[config.mk]
export PLATFORM = sky130hd
export DESIGN_NAME = qmfir_plb_master
export DESIGN_NICKNAME = d
export VERILOG_FILES = /design/src/rtl/qmfir_plb_master.sv
export SDC_FILE = /design/constraint.sdc
export NUM_CORES = 1
export LEC_CHECK = 0
export CORE_AREA = 3 3 191 193
export DETAILED_ROUTE_END_ITERATION = 7
export DIE_AREA = 0 0 194 196
export PLACE_DENSITY_LB_ADDON = 0.2
export SYNTH_ARGS = -nofsm -noshare
export SYNTH_HDL_FRONTEND = slang
export SYNTH_SLANG_ARGS = --single-unit
[constraint.sdc]
create_clock -name MPLB_Clk -period 2.15 [get_ports MPLB_Clk]
set_input_delay 0.43 -clock MPLB_Clk [delete_from_list [all_inputs] [get_ports MPLB_Clk]]
set_output_delay 0.43 -clock MPLB_Clk [all_outputs]
set_load 0.03 [all_outputs]
[src/rtl/qmfir_plb_master.sv]
// qmfir_plb_master: single-beat PLB v4.6 master for qmfir sample fetch
// and result write-back; one 32-bit command in flight at a time.
module qmfir_plb_master #(
    parameter int         C_MPLB_AWIDTH        = 32,
    parameter int         C_MPLB_DWIDTH        = 128,
    parameter int         C_MPLB_NATIVE_DWIDTH = 32,
    parameter logic [0:1] C_MPLB_PRIORITY      = 2'b00,
    parameter             C_FAMILY             = "virtex5"
) (
    input  logic                              MPLB_Clk,
    input  logic                              MPLB_Rst,
    input  logic                              cmd_valid,
    output logic                              cmd_ready,
    input  logic                              cmd_rnw,
    input  logic [0:C_MPLB_AWIDTH-1]          cmd_addr,
    input  logic [0:C_MPLB_NATIVE_DWIDTH-1]   cmd_wdata,
    input  logic [0:3]                        cmd_be,
    output logic                              rsp_valid,
    output logic [0:C_MPLB_NATIVE_DWIDTH-1]   rsp_rdata,
    output logic                              rsp_err,
    output logic                              M_request,
    output logic                              M_busLock,
    output logic                              M_RNW,
    output logic                              M_abort,
    output logic                              M_lockErr,
    output logic                              M_wrBurst,
    output logic                              M_rdBurst,
    output logic [0:1]                        M_priority,
    output logic [0:1]                        M_MSize,
    output logic [0:3]                        M_size,
    output logic [0:2]                        M_type,
    output logic [0:15]                       M_TAttribute,
    output logic [0:C_MPLB_AWIDTH-1]          M_ABus,
    output logic [0:31]                       M_UABus,
    output logic [0:15]                       M_BE,
    output logic [0:C_MPLB_DWIDTH-1]          M_wrDBus,
    input  logic                              PLB_MAddrAck,
    input  logic                              PLB_MRearbitrate,
    input  logic                              PLB_MTimeout,
    input  logic                              PLB_MBusy,
    input  logic                              PLB_MRdErr,
    input  logic                              PLB_MWrErr,
    input  logic                              PLB_MIRQ,
    input  logic [0:1]                        PLB_MSSize,
    input  logic [0:C_MPLB_DWIDTH-1]          PLB_MRdDBus,
    input  logic [0:3]                        PLB_MRdWdAddr,
    input  logic                              PLB_MRdDAck,
    input  logic                              PLB_MRdBTerm,
    input  logic                              PLB_MWrDAck,
    input  logic                              PLB_MWrBTerm
);

    localparam int AW = C_MPLB_AWIDTH;
    localparam int NW = C_MPLB_NATIVE_DWIDTH;
    localparam int LANES = C_MPLB_DWIDTH / C_MPLB_NATIVE_DWIDTH;
    localparam bit unusedFamily = (C_FAMILY == "virtex5");

    typedef enum logic [2:0] {
        IDLE, REQ, WAIT_WR, WAIT_RD, BACKOFF, RESP
    } stateT;

    stateT state;
    stateT nextState;

    logic          rnwQ;
    logic [0:AW-1] addrQ;
    logic [0:NW-1] wdataQ;
    logic [0:3]    beQ;
    logic [0:NW-1] rdataQ;
    logic          errQ;
    logic [0:NW-1] rdLane;
    logic          cmdFire;
    logic          unusedInputs;

    assign unusedInputs = ^{PLB_MBusy, PLB_MIRQ, PLB_MRdWdAddr,
                            PLB_MRdBTerm, PLB_MWrBTerm,
                            addrQ[AW-2:AW-1], unusedFamily};

    assign cmdFire = cmd_valid && cmd_ready;

    // State register; reset aborts any transfer without a response.
    always_ff @(posedge MPLB_Clk) begin
        if (MPLB_Rst) state <= IDLE;
        else          state <= nextState;
    end

    // Next-state logic; timeout beats addrAck, addrAck beats rearbitrate.
    always_comb begin
        nextState = state;
        unique case (state)
            IDLE:    if (cmd_valid) nextState = REQ;
            REQ: begin
                if (PLB_MTimeout)          nextState = RESP;
                else if (PLB_MAddrAck)     nextState = rnwQ ? WAIT_RD : WAIT_WR;
                else if (PLB_MRearbitrate) nextState = BACKOFF;
            end
            BACKOFF: nextState = REQ;
            WAIT_WR: if (PLB_MWrDAck) nextState = RESP;
            WAIT_RD: if (PLB_MRdDAck) nextState = RESP;
            RESP:    nextState = IDLE;
            default: nextState = IDLE;
        endcase
    end

    // Pick the read word: narrow slaves use lane 0, wide ones the addressed lane.
    always_comb begin
        rdLane = PLB_MRdDBus[0 +: NW];
        if (PLB_MSSize != 2'b00) begin
            case (addrQ[AW-4:AW-3])
                2'd0:    rdLane = PLB_MRdDBus[0 +: NW];
                2'd1:    rdLane = PLB_MRdDBus[NW +: NW];
                2'd2:    rdLane = PLB_MRdDBus[2*NW +: NW];
                default: rdLane = PLB_MRdDBus[3*NW +: NW];
            endcase
        end
    end

    // Command latch and response capture.
    always_ff @(posedge MPLB_Clk) begin
        if (MPLB_Rst) begin
            rnwQ   <= 1'b0;
            addrQ  <= '0;
            wdataQ <= '0;
            beQ    <= '0;
            rdataQ <= '0;
            errQ   <= 1'b0;
        end else begin
            if (cmdFire) begin
                rnwQ   <= cmd_rnw;
                addrQ  <= cmd_addr;
                wdataQ <= cmd_wdata;
                beQ    <= cmd_be;
            end
            if (state == REQ && PLB_MTimeout) begin
                errQ   <= 1'b1;
                rdataQ <= '0;
            end else if (state == WAIT_WR && PLB_MWrDAck) begin
                errQ   <= PLB_MWrErr;
                rdataQ <= '0;
            end else if (state == WAIT_RD && PLB_MRdDAck) begin
                errQ   <= PLB_MRdErr;
                rdataQ <= rdLane;
            end
        end
    end

    assign cmd_ready    = (state == IDLE) && !MPLB_Rst;
    assign rsp_valid    = (state == RESP);
    assign rsp_rdata    = rdataQ;
    assign rsp_err      = errQ;

    assign M_request    = (state == REQ) && !MPLB_Rst;
    assign M_RNW        = (state == REQ) ? rnwQ : 1'b0;
    assign M_ABus       = (state == REQ) ? {addrQ[0:AW-3], 2'b00} : '0;
    assign M_BE         = {beQ, 12'b0};
    assign M_wrDBus     = (state == WAIT_WR) ? {LANES{wdataQ}} : '0;

    assign M_busLock    = 1'b0;
    assign M_abort      = 1'b0;
    assign M_lockErr    = 1'b0;
    assign M_wrBurst    = 1'b0;
    assign M_rdBurst    = 1'b0;
    assign M_priority   = C_MPLB_PRIORITY;
    assign M_MSize      = 2'b00;
    assign M_size       = 4'b0000;
    assign M_type       = 3'b000;
    assign M_TAttribute = '0;
    assign M_UABus      = '0;

endmodule

# Word level (Yosys, flattened, before mapping)
# Index checks and enable logic that the tools add are counted.
dict set report word_totals {
  ff_bits 105
  latchBits 0
  ramBits 0
  mem_bits_ro 0
  inputBits 217
  output_inout_bits 277
  wordCells 47
  mem_count 0
}
dict set report op_classes {
  addsub 0
  multipliers 0
  div_mod_pow 0
  magnitude_cmp 0
  n_eq_ne 11
  n_shift 0
  mux 16
  n_bitwise 0
  n_reduce_logical 13
}
# cell count
set ops {}
lappend ops {{$mux W128} 1}
lappend ops {{$pmux W32 S3} 1}
lappend ops {{$mux W32} 2}
lappend ops {{$mux W3} 6}
lappend ops {{$pmux W3 S5} 1}
lappend ops {{$eq A3 B2 Y1 const B} 2}
lappend ops {{$eq A3 B3 Y1 const B} 2}
lappend ops {{$logic_and A1 B1 Y1} 6}
lappend ops {{$ne A2 B2 Y1 const B} 3}
lappend ops {{$mux W1} 5}
lappend ops {{$ne A4 B4 Y1 const B} 1}
lappend ops {{$reduce_and A4 Y1} 1}
lappend ops {{$eq A3 B1 Y1 const B} 1}
lappend ops {{$logic_not A3 Y1} 1}
lappend ops {{$reduce_bool A3 Y1} 1}
lappend ops {{$reduce_or A3 Y1} 1}
lappend ops {{$eq A2 B1 Y1 const B} 1}
lappend ops {{$eq A2 B2 Y1 const B} 1}
lappend ops {{$logic_not A2 Y1} 1}
lappend ops {{$reduce_bool A2 Y1} 1}
lappend ops {{$logic_not A1 Y1} 1}

# Longest topological paths before layout
dict set report logic_depth {
  word_depth 5
  depth_mapped 8
  ltp_nobuf 4
}

# Least setup slack after synthesis
# No wires, ideal clock.
dict set report synth_timing {
  path_type {flip-flop to output port}
  from {reg state[2]}
  to {out M_wrDBus[17] (netlist name)}
  arrival_time_ns 1.463
  required_time_ns 1.720
  slack_ns 0.257
  stages_incl_launch_ff 6
  n_path_buf 3
  path_cell_list {dfxtp_1 buf_2 nor2b_4 clkbuf_1 and3_1 buf_4}
}
dict set report synth_between {
  elab_chain_cells 2
}
# element line_no
set synth_rtl {}
lappend synth_rtl {{start: declaration} 62} ;# stateT state;
lappend synth_rtl {{start signal: assignment} 84} ;# else state <= nextState;
lappend synth_rtl {{$eq A3 B2 Y1} 156} ;# assign M_wrDBus = (state == WAIT_WR) ? {LANES{wdataQ}} : '0;
lappend synth_rtl {{$mux W128} 156}
lappend synth_rtl {{end: declaration} 36} ;# output logic [0:C_MPLB_DWIDTH-1] M_wrDBus,
# No other way between the ends.

# Worst setup path in the final report
dict set report layout_timing {
  from {reg state[2]}
  to {out M_ABus[25] (netlist name)}
}
dict set report layout_between {
  elab_chain_cells 2
}
# element line_no
set layout_rtl {}
lappend layout_rtl {{$eq A3 B1 Y1} 154} ;# assign M_ABus = (state == REQ) ? {addrQ[0:AW-3], 2'b00} : '0;
lappend layout_rtl {{$mux W32} 154}
lappend layout_rtl {{end: declaration} 33} ;# output logic [0:C_MPLB_AWIDTH-1] M_ABus,
# No other way between the ends.

==> results.ini <==
[run_status]
status=finished clean

[final_layout]
area_growth_pct=56.86
fin_nets=1375
num-fill-cells=3737
diodes=0
multi_input_area_um2=3462
seq_area_um2=2071
final_cell_area_um2=10620
layout-drive-gt1-share_pct=20.98

[grt]
grt_pass1_vias=6244
grt_usage_pct=13.12
grt_overflow=0
grt_pass1_wl_um=38650
grt_max_degree=68
antenna_found_initial=1

[sta]
slew-limit-headroom_pct=63.62
finalHoldViolations=0
worst_pin_slew_ns=0.5457
timing.final.crit_share_pct=96.95
timing.hold.ws_ns=0.4685
fin_crit_ns=2.085
fin_skew_ns=0.008409
rsz0062_at_grt=true
setup_viol=0
clock.fmax_mhz=479.7
drv_slew=0

[floorplanning]
fp.dieW_um=194
fp.dieH_um=196
die-area_um2=38020
ios=494
coreArea_um2=34710
start_util_pct=19.51
rows=68

[synthesis]
async_flop_share_pct=0
synthesis.area_um2=6773
netlist.area_leader.share_pct=30.45
synth_edf_count=0
synth_top_area_cell=dfxtp_1
yosysWarnings=0
synthFlopType=dfxtp_1
ys_seq_area_share_pct=30.45
avgSynthCellArea_um2=7.803
synthTopCellsByArea=dfxtp_1 30%, buf_4 20%, mux2i_1 9.5%
syn_inst=868
ys_seq_elements=103
synth_cell_types=36

[detailed_routing]
routedWlPerCell_um=16.61
detail-route-antenna-nets=0
drt_iter0_drc=159
viasPerCell=4.053
drc=0
via_count=6557
first_pass_iters=4
routed_wl_um=26870

[power_and_ir_drop]
peakVddDrop_uv=379.1
power.total_uw=5570
power.density_nw_per_um2=524.3
leakage_uw=0.004643

[clock_network]
htree_num_levels=3
cts_hold_buf=0
cts_buffer_depth=2
numCtsBuffers=9
worst_skew_pair.late_latency_ns=0.36
cts.clk_slew.worst_paths_ns=0.08
cts_root_buffer=clkbuf_16
cts.sinks=103
cts_tree=done

[setup_path]
endpoint_kind=output port
cp.arrival_ns=1.65
crit_fanout=8
required_ns=1.72
crit_type=flop to output port
cp-start-kind=flop

[flow_run]
maxCapViolCount=0

[placed_design]
place.gp.congestion=0.7445
io_buffers=405
dpl_cell_area_um2=10120
hpwlAfterDp_um=20320

[min_path]
hold_path_class=flop to flop

==> flip-flops by register name (all words and copies together), names as in the netlist <==
name	flops
wdataQ	32
beQ	4
rnwQ	1
state	3
addrQ	30
rsp_err	1
rsp_rdata	32
==> final cells by class <==
type,instances,share of cell area (%)
inverter,2,0.07066
multi-input combinational,605,32.59
timing repair buffer,437,39.74
clock buffer,9,2.120
sequential,103,19.49
tap,455,5.359
clock inverter,7,0.6360
==> cells by family after synthesis <==
logic type / count (synthesis) / share of synthesized area [%]
AND/OR/NAND/NOR: 419 / 30.85
buffers and inverters: 237 / 23.83
flip-flops: 103 / 30.45
multiplexers: 64 / 9.459
AO/OA/AOI/OAI: 44 / 5.358
other: 1 / 0.05537
==> power breakdown <==
group	switching [uW]	internal (uW)	leakage, uW
clock network	875	815	0.000145
registers	83.7	2050	0.000843
logic	929	815	0.00365
==> routing by layer <==
layer  track usage, %  part of all wire, %  vias up
met5                0                0.033        -
met4            2.739                 0.74        2
met3            4.036                  8.5       11
met2            24.66                   52      317
met1            14.57                   39     2998
li1                 -                    -     3229
==> cells in the mapped netlist (all sizes together), types with 2 or more instances <==
master   count
buf        203
nand2      142
dfxtp      103
nor2        99
nand3b      68
mux2i       64
nor3        34
a2111oi     32
and2        32
and3        32
clkbuf      32
nand2b       3
a211oi       2
a21oi        2
inv          2
nand3        2
nor4         2
o21ai        2
==> final timing paths <==
| check | slack (ns) | from | endpoint | cells after the start |
|---|---|---|---|---|
| setup / recovery | 0.07 | state[2]$_SDFFE_PP0P_ | M_ABus[25] | 6 |
| hold / removal | 0.47 | addrQ[12]$_SDFFE_PP0P_ | addrQ[12]$_SDFFE_PP0P_ | 2 |
| setup reg to reg | 0.38 | addrQ[28]$_SDFFE_PP0P_ | rsp_rdata[1]$_SDFFE_PP0P_ | 5 |
| hold reg to reg | 0.47 | addrQ[12]$_SDFFE_PP0P_ | addrQ[12]$_SDFFE_PP0P_ | 2 |
==> through the flow <==
step | std cells | worst slack (ns) | TNS, ns | utilization [%]
2_1_floorplan | 945 | 0.2573 | 0 | -
3_3_place_gp | 1594 | 0.03592 | 0 | 29.14
3_5_place_dp | 1594 | 0.03613 | 0 | 29.14
4_1_cts | 1613 | 0.005585 | 0 | 30.14
5_1_grt | 1618 | -0.01779 | -0.08213 | 30.60
6_report | 1618 | 0.06549 | 0 | 30.60
==> critical path, stage by stage (launching register included) <==
cell and delay, ns:
dfxtp_4 0.36, buf_6 0.13, nor3b_4 0.20, buf_6 0.16, clkbuf_16 0.16, and2_1 0.14
buf_6 0.13
==> placed cells by master, fill, tap and decap left out, types with 2 or more instances in the layout <==
cell type	netlist	layout
a2111oi_0	32	32
a211oi_1	2	2
a21oi_1	2	2
and2_1	32	15
and2_4	0	16
and3_1	32	29
and3_2	0	3
buf_12	0	19
buf_4	178	153
buf_6	4	20
clkbuf_16	0	10
clkdlybuf4s50_1	0	242
clkinv_4	0	3
conb_1	1	78
dfxtp_1	103	100
dfxtp_4	0	2
mux2i_1	64	64
nand2_1	142	141
nand2b_1	3	3
nand3b_1	68	68
nor2_1	99	97
nor3_1	34	34
==> what timing repair did <==
item / in CTS / in global routing
endpoints found under the setup margin: 32 / 40
endpoints found under the hold margin: 0 / 0
setup buffers: 2 / 5
pin swaps: 1 / 6
gates resized for setup: 4 / 42
cloned: 1 / 1
No activity file was read; power rests on OpenSTA's default activity.
